File: src/rtl/tdm_pkg.sv
// Shared definitions for the 8:1 TDM link (receive demux and transmit side).
// Optional feature macro: TDM_DEMUX_PARITY_EN adds a ninth even-parity slot per frame.
package tdm_pkg;

    localparam int NUM_CH      = 8;
    // Slot index that carries the parity bit when parity framing is enabled.
    localparam int PARITY_SLOT = NUM_CH;

`ifdef TDM_DEMUX_PARITY_EN
    localparam int NUM_SLOTS   = PARITY_SLOT + 1;
`else
    // Without parity the frame ends just before where the parity slot would sit.
    localparam int NUM_SLOTS   = PARITY_SLOT;
`endif

    localparam int SEL_W       = $clog2(NUM_SLOTS);

    typedef enum logic {
        HUNT   = 1'b0,
        LOCKED = 1'b1
    } state_e;

    // High when data plus parity bit do not add up to an even number of ones.
    function automatic logic even_parity_err(input logic [NUM_CH-1:0] data,
                                             input logic               par);
        return ^{data, par};
    endfunction

endpackage

File: src/rtl/tdm_slot_counter.sv
// Wrapping slot counter for the TDM link: clear, load-1 and increment controls
// plus a flag on the final slot of a frame. Usable on the transmit side as well.
// Optional feature macro: TDM_DEMUX_PARITY_EN (frame length comes from tdm_pkg).
module tdm_slot_counter
    import tdm_pkg::*;
(
    input  logic             clk,
    input  logic             rst_n,
    input  logic             clr,
    input  logic             load1,
    input  logic             inc,
    output logic [SEL_W-1:0] cnt,
    output logic             last
);

    localparam logic [SEL_W-1:0] LAST_SLOT = SEL_W'(NUM_SLOTS - 1);

    logic [SEL_W-1:0] cnt_d;
    logic [SEL_W-1:0] cnt_q;

    // Next count: clear wins over load-1, load-1 over increment; wraps after the last slot.
    always_comb begin
        cnt_d = cnt_q;
        if (clr) begin
            cnt_d = '0;
        end else if (load1) begin
            cnt_d = SEL_W'(1);
        end else if (inc) begin
            cnt_d = (cnt_q == LAST_SLOT) ? '0 : cnt_q + 1'b1;
        end
    end

    // Count register.
    always_ff @(posedge clk or negedge rst_n) begin
        if (!rst_n) begin
            cnt_q <= '0;
        end else begin
            cnt_q <= cnt_d;
        end
    end

    assign cnt  = cnt_q;
    assign last = (cnt_q == LAST_SLOT);

endmodule

File: src/rtl/tdm_demux8.sv
// Receive end of the 8:1 TDM link: routes serial slot k to dout[k] and presents
// one registered parallel word per complete frame, with frame-sync tracking.
// Optional feature macro: TDM_DEMUX_PARITY_EN adds a parity slot and parity_err.
module tdm_demux8
    import tdm_pkg::*;
(
    input  logic              clk,
    input  logic              rst_n,
    input  logic              din,
    input  logic              din_valid,
    input  logic              frame_sync,
    output logic [NUM_CH-1:0] dout,
    output logic              dout_valid,
    output logic [SEL_W-1:0]  slot,
    output logic              locked,
`ifdef TDM_DEMUX_PARITY_EN
    output logic              parity_err,
`endif
    output logic              sync_err
);

    state_e            state_d, state_q;
    logic [NUM_CH-1:0] shadow_d, shadow_q;
    logic [NUM_CH-1:0] dout_d, dout_q;
    logic              dout_valid_d, dout_valid_q;
    logic              sync_err_d, sync_err_q;
    logic              locked_d, locked_q;
`ifdef TDM_DEMUX_PARITY_EN
    logic              parity_err_d, parity_err_q;
`endif

    logic              cnt_clr;
    logic              cnt_load1;
    logic              cnt_inc;
    logic              cnt_last;
    logic [SEL_W-1:0]  slot_cnt;

    tdm_slot_counter u_slot_counter (
        .clk   (clk),
        .rst_n (rst_n),
        .clr   (cnt_clr),
        .load1 (cnt_load1),
        .inc   (cnt_inc),
        .cnt   (slot_cnt),
        .last  (cnt_last)
    );

    // Framing decisions: only valid bits move the state; pulses default low every cycle.
    always_comb begin
        state_d      = state_q;
        shadow_d     = shadow_q;
        dout_d       = dout_q;
        dout_valid_d = 1'b0;
        sync_err_d   = 1'b0;
        cnt_clr      = 1'b0;
        cnt_load1    = 1'b0;
        cnt_inc      = 1'b0;
`ifdef TDM_DEMUX_PARITY_EN
        parity_err_d = 1'b0;
`endif
        if (din_valid) begin
            case (state_q)
                HUNT: begin
                    // Bits before the first frame marker are thrown away.
                    if (frame_sync) begin
                        shadow_d    = '0;
                        shadow_d[0] = din;
                        cnt_load1   = 1'b1;
                        state_d     = LOCKED;
                    end
                end
                LOCKED: begin
                    if (frame_sync && (slot_cnt != '0)) begin
                        // Marker arrived early: drop the partial frame and restart on this bit.
                        sync_err_d  = 1'b1;
                        shadow_d    = '0;
                        shadow_d[0] = din;
                        cnt_load1   = 1'b1;
                    end else if (!frame_sync && (slot_cnt == '0)) begin
                        // Expected marker missing: framing is lost, discard the bit.
                        sync_err_d  = 1'b1;
                        cnt_clr     = 1'b1;
                        state_d     = HUNT;
                    end else begin
                        cnt_inc = 1'b1;
                        // Parity slot index matches no data bit, so it never lands in shadow.
                        for (int k = 0; k < NUM_CH; k++) begin
                            if (int'(slot_cnt) == k) begin
                                shadow_d[k] = din;
                            end
                        end
                        if (cnt_last) begin
                            dout_d       = shadow_d;
                            dout_valid_d = 1'b1;
`ifdef TDM_DEMUX_PARITY_EN
                            parity_err_d = even_parity_err(shadow_q, din);
`endif
                        end
                    end
                end
                default: begin
                    state_d = HUNT;
                end
            endcase
        end
        locked_d = (state_d == LOCKED);
    end

    // State, shadow and registered outputs; all clear asynchronously on reset.
    always_ff @(posedge clk or negedge rst_n) begin
        if (!rst_n) begin
            state_q      <= HUNT;
            shadow_q     <= '0;
            dout_q       <= '0;
            dout_valid_q <= 1'b0;
            sync_err_q   <= 1'b0;
            locked_q     <= 1'b0;
`ifdef TDM_DEMUX_PARITY_EN
            parity_err_q <= 1'b0;
`endif
        end else begin
            state_q      <= state_d;
            shadow_q     <= shadow_d;
            dout_q       <= dout_d;
            dout_valid_q <= dout_valid_d;
            sync_err_q   <= sync_err_d;
            locked_q     <= locked_d;
`ifdef TDM_DEMUX_PARITY_EN
            parity_err_q <= parity_err_d;
`endif
        end
    end

    assign dout       = dout_q;
    assign dout_valid = dout_valid_q;
    assign slot       = slot_cnt;
    assign locked     = locked_q;
    assign sync_err   = sync_err_q;
`ifdef TDM_DEMUX_PARITY_EN
    assign parity_err = parity_err_q;
`endif

endmodule

File: config.mk
export PLATFORM = sky130hd
export DESIGN_NAME = tdm_demux8
export DESIGN_NICKNAME = d
export VERILOG_FILES = /design/src/rtl/tdm_pkg.sv /design/src/rtl/tdm_slot_counter.sv /design/src/rtl/tdm_demux8.sv
export SDC_FILE = /design/constraint.sdc
export NUM_CORES = 1
export LEC_CHECK = 0
export BUFFER_PORTS_ARGS = -buffer_cell sky130_fd_sc_hd__buf_2
export CORE_MARGIN = 4
export CORE_UTILIZATION = 25
export CTS_CLUSTER_SIZE = 30
export DETAILED_ROUTE_END_ITERATION = 8
export PLACE_DENSITY = 0.42
export REMOVE_ABC_BUFFERS = 1
export SYNTH_ARGS = -nofsm -noshare
export SYNTH_HDL_FRONTEND = slang
export SYNTH_SLANG_ARGS = --single-unit
File: constraint.sdc
create_clock -name clk -period 4.1 [get_ports clk]
set_input_delay 0 -clock clk [delete_from_list [all_inputs] [get_ports clk]]
set_output_delay 0 -clock clk [all_outputs]
set_load 0.05 [all_outputs]
; After elaboration in Yosys (flattened, before gate mapping)
; Index checks and enable logic that the tools add are counted.
[classes]
n_addsub = 1
eq_ne = 10
mux = 38
n_bitwise = 3
n_reduce_logical = 9
[op_table]
columns = operator, count
row1 = $mux 1, 28
row2 = $mux 8, 3
row3 = $pmux 8 s2, 1
row4 = $eq 3x3->1 const B, 5
row5 = $mux 3, 4
row6 = $eq 3x2->1 const B, 2
row7 = $logic_not 3->1, 2
row8 = $reduce_bool 3->1, 2
row9 = $reduce_and 5->1, 1
row10 = $pmux 1 s2, 2
row11 = $add 3x1->3 const B, 1
row12 = $eq 3x1->1 const B, 1
row13 = $ne 3x3->1 const B, 1
row14 = $not 1->1, 3
row15 = $reduce_and 3->1, 1
row16 = $logic_and 1x1->1, 2
row17 = $ne 2x2->1 const B, 1
row18 = $logic_not 1->1, 1
[word_totals]
ff_bits = 22
word_cells = 67

; Depth between registers and ports, before layout
[logic_depth]
word_depth = 9
mapped_depth = 9

; Modules after synthesis
; Synthesis repeated with hierarchy kept, for this count alone.
[hier_totals]
hier_cells = 99
area_unflattened_um2 = 1068.5
[modules_own_cells]
columns = mod, n_inst, cells_each, area_per_inst_um2, seq_area_each_um2
row1 = tdm_demux8, 1, 86, 913.4, 475.5
row2 = tdm_slot_counter, 1, 13, 155.1, 75.1

; Worst setup path before layout
; No wires, ideal clock.
[synth_path]
path_kind = reg-to-reg
from = register u_slot_counter.cnt_q[0] (netlist: u_slot_counter.cnt[0])
to = register shadow_q[0]
setup_ns = 0.128
arrival_ns = 2.193
required_time_ns = 3.972
slack_ns = 1.779
path_stages_with_launch = 10
path_buffers = 1
cell_sequence = dfrtp_1 -> inv_1 -> ha_1 -> nand2b_4 -> inv_2 -> ha_1 -> and3b_1 -> buf_6 -> a311oi_2 -> mux2_1
[synth_via]
elab_chain_len = 5
elab_cells_between_ends = 11
classes_between = eq/ne: 1 / mux: 4 / reduce/logical: 6
[synth_rtl]
columns = element, line
row1 = "start, declared", tdm_slot_counter.sv:19  ; logic [SEL_W-1:0] cnt_q;
row2 = "start signal, assigned", tdm_slot_counter.sv:38  ; cnt_q <= cnt_d;
row3 = $logic_not 3->1, tdm_demux8.sv:88  ; if (int'(slot_cnt) == k) begin
row4 = $mux 1, tdm_demux8.sv:88
row5 = $mux 8, tdm_demux8.sv:79  ; end else if (!frame_sync && (slot_cnt == '0)) begin
row6 = $mux 8, tdm_demux8.sv:73  ; if (frame_sync && (slot_cnt != '0)) begin
row7 = $pmux 8 s2, tdm_demux8.sv:62  ; case (state_q)
row8 = "end signal, assigned", tdm_demux8.sv:123  ; shadow_q <= shadow_d;
row9 = "end, declared", tdm_demux8.sv:23  ; logic [NUM_CH-1:0] shadow_d, shadow_q;
; Parallel ways exist; a longest one is shown, timed or not. The select of a mux whose other input is x is not followed.
; A chain may end at the register's enable or synchronous reset.

; Final worst setup path
[layout_path]
from = register u_slot_counter.cnt_q[0] (netlist: u_slot_counter.cnt[0])
to = register dout_q[7] (netlist: dout[7])
[layout_via]
elab_chain_len = 4
elab_cells_between_ends = 10
classes_between = eq/ne: 2 / mux: 1 / bitwise: 2 / reduce/logical: 5
[layout_rtl]
columns = element, line
row1 = $logic_not 3->1 or $reduce_bool 3->1 (tied branches), "tdm_demux8.sv:79, tdm_demux8.sv:73"
row2 = $logic_and 1x1->1 (on tied branches), "tdm_demux8.sv:79, tdm_demux8.sv:73"
row3 = $not 1->1 (no line), -
row4 = $reduce_and 5->1 (no line), -
row5 = "end signal, assigned", tdm_demux8.sv:124  ; dout_q <= dout_d;
row6 = "end, declared", tdm_demux8.sv:24  ; logic [NUM_CH-1:0] dout_d, dout_q;
; Parallel ways exist; a longest one is shown, timed or not.

==> results by group <==
Status
  • Outcome: finished clean

Clock tree
  • CTS clk-pin slew, worst paths: 0.08 ns
  • Root Buffer: clkbuf_8
  • Post-cts gate resize count: 0
  • Htree depth: 1
  • CTS Buf Count: 3
  • CTS sink count: 21
  • CTS tree: done
  • Clock Path Buffers: 2
  • Skew-Pair Late Insertion Delay: 0.26 ns

Power
  • Net Sw Frac: 48.1%
  • Max rail drop VDD: roughly 230 µV
  • Clock Power Share: approximately 15%
  • Sequential Power Share: 35.4%
  • Cell-internal power: about 480 µW
  • PD cells: 663 mW/mm²
  • Overall power: a little over 900 µW
  • Combinational share of power: 49.3%
  • Leak: just under 0.7 nW
  • P_sw: 448 µW

Place
  • Placed cell count: 199
  • Port bufs: 18
  • Detail Placement HPWL: 1970 µm
  • Placer Congestion: 0.781
  • Dpl cell area: around 0.0013 mm²

Synthesis
  • Post-synthesis sequential area ratio: 43.1%
  • Post-synth EDFFs: 0
  • Mux contribution to synthesized area: 7.59%
  • Xor-xnor portion of the synthesized cell area: 0%
  • Adder-Cell Fraction of Synth Area: 10.3%
  • Compound-Gate Fraction of Synth Area: 15.7%
  • Mapped Cells: 121
  • List of most frequent post-synthesis cells: dfrtp_1 (21), nand2_1 (13), ha_1 (10)
  • Synth Flop Type: dfrtp_1
  • Synth unique cells: 32
  • Flops & latches, synth: 21
  • YS warnings: 0
  • Synth top area share: a little over two fifths
  • Main combinational cell family by area after synthesis: simple AND/OR/NAND/NOR gates
  • Synth area leaders: dfrtp_1 (43%), ha_1 (10%), mux2i_1 (5.7%)
  • Simple-Gate Fraction of Synth Area: 16.7%
  • Post-Syn Area: 0.00122 mm²
  • Syn avg cell area: 10.1 µm²
  • Post-synthesis cell type with the largest combined area: dfrtp_1
  • Top-count cell post-synth: dfrtp_1
  • Fraction of registers with async set/reset: 100%

Routing
  • Pre-antenna DRT Iters: 4
  • Wirelength per Cell: between 10 and 15 µm
  • Final routed DRC violation total: 0
  • Vias/cell: between 4 and 5
  • Iter 0 DRT Violations: 34
  • WL final: 2710 µm
  • Detail Route Antenna Nets: 0
  • Via Count: 937

Setup path
  • Worst EP arrival: 2.54 ns
  • Nature of the critical path endpoint: flop
  • Worst R2R Setup Slack: around 1.7 ns
  • CP Class: flop to flop
  • Reg2reg path depth: 7
  • Required @ worst endpoint: 4.25 ns
  • CP Launch Type: flop
  • Critical path fanouts, max: 15

Cells and area
  • Nets: 153
  • Synth-to-layout area growth: 15.0%
  • Layout cells sized above 1: 19.7%
  • Design Area, Final: 0.00140 mm²
  • Fin cells: 204
  • ANT cells: 0

Timing
  • Final Cycle Share: about three fifths
  • Max Clock Skew: 0.00199 ns
  • Worst-Margin Slew: 0.616 ns
  • Fin Setup TNS: 0 ns
  • Maximum clock frequency: 419 MHz
  • Slew margin rel.: 58.8%
  • Max-slew violations: 0
  • Final setup violation count: 0
  • Final Hold Vio Count: 0
  • Min Tclk post-route: roughly 2.4 ns
  • RSZ-0062 raised after global routing: no

Floorplanning
  • Die Height: roughly 80 µm
  • Num ports: 19
  • Die area: ~0.0061 mm²
  • Site Rows: 25
  • Starting Density: 25.8%
  • DIE WIDTH: approximately 78 µm
  • Core area: approximately 0.0047 mm²

GRT
  • Initial antenna violation count: 0
  • Global-route wire length before repair: 4690 µm
  • GRT Overall Usage: under 10%
  • Grt ovf: 0
  • Vias in the first global route: 959
  • Largest net degree at the start of global routing: 22

Worst hold path
  • Worst Hold Depth: 2
  • Worst Hold Class: primary input to flop

Flow run
  • Max-cap violations: 0
-- sequential cells by signal (all words and copies together) (netlist names) --
signal	count
locked	1
dout_valid	1
u_slot_counter.cnt	3
sync_err	1
shadow_q	7
dout	8
-- cell usage in the layout, fill, tap and decap left out, drive strengths merged, types with 4 or more instances in the layout --
master and instances:
o211ai 5, inv 9, mux2i 7, o21ai 14, dfrtp 21, ha 10, nand2b 6, nand4 7
buf 18, a21oi 4, nand2 13
-- power groups by stage --
stage | combinational, mW | sequential (mW) | clock (mW)
floorplan | 0.215 | 0.467 | 0
global placement | 0.466 | 0.330 | 0
detailed placement | 0.463 | 0.335 | 0
CTS | 0.465 | 0.330 | 0.149
global route | 0.504 | 0.343 | 0.158
finish | 0.459 | 0.329 | 0.142
-- kinds of logic after synthesis --
family | after synthesis
and+or+nand+nor | 36
AOI/OAI and AO/OA | 29
DFF | 21
buffers and inverters | 16
adders and majority gates | 10
muxes | 9
-- critical path, cell delays in order, from the launching register on --
cell	delay (ns)
dfrtp_1	0.42
inv_1	0.10
ha_1	0.25
nand2b_4	0.12
inv_2	0.04
ha_1	0.32
nand4_1	0.51
mux2_1	0.51
-- worst paths after layout --
path / startpoint / endpoint
worst max-delay path: u_slot_counter.cnt[0] / dout[7]
worst min-delay path: din_valid / locked
worst max register to register: u_slot_counter.cnt[0] / dout[7]
worst min register to register: dout[6] / dout[6]
max in group asynchronous: rst_n / u_slot_counter.cnt[2]
min in group asynchronous: rst_n / dout[3]
-- layer usage --
| layer | vias up | track usage (%) | share of wire [%] |
|---|---|---|---|
| li1 | 460 | - | - |
| met1 | 457 | 12.6 | 49 |
| met2 | 16 | 15.8 | 46 |
| met3 | 4 | 3.13 | 4.4 |
| met4 | 0 | 2.14 | 0.70 |
| met5 | - | 0 | 0 |
-- per-stage QoR --
stage               util (%)  hold WS (ns)  setup slack (ns)
CTS                     29.7        0.0359              1.72
global route            29.7        0.0564              1.50
global placement        28.5      -0.00196              1.77
finish                  29.7        0.0474              1.71
detailed placement      28.5     -0.000684              1.73
floorplan                  -        -0.296              1.64
-- layout make-up --
| cell class | instances | area, µm² |
|---|---|---|
| Timing Repair Buffer | 19 | 100 |
| Multi-Input combinational cell | 84 | 613 |
| Inverter | 9 | 33.8 |
| Clock buffer | 3 | 41.3 |
| Sequential cell | 21 | 526 |
| Clock inverter | 1 | 5.00 |
| Fill cell | 504 | 3320 |
| Tap cell | 67 | 83.8 |
-- repair_timing --
action                    4_1_cts  5_1_grt
hold endpoints to repair       21        0
setup buffers                   0        0
hold buffers                    1        0
No activity file was read; power rests on OpenSTA's default activity.
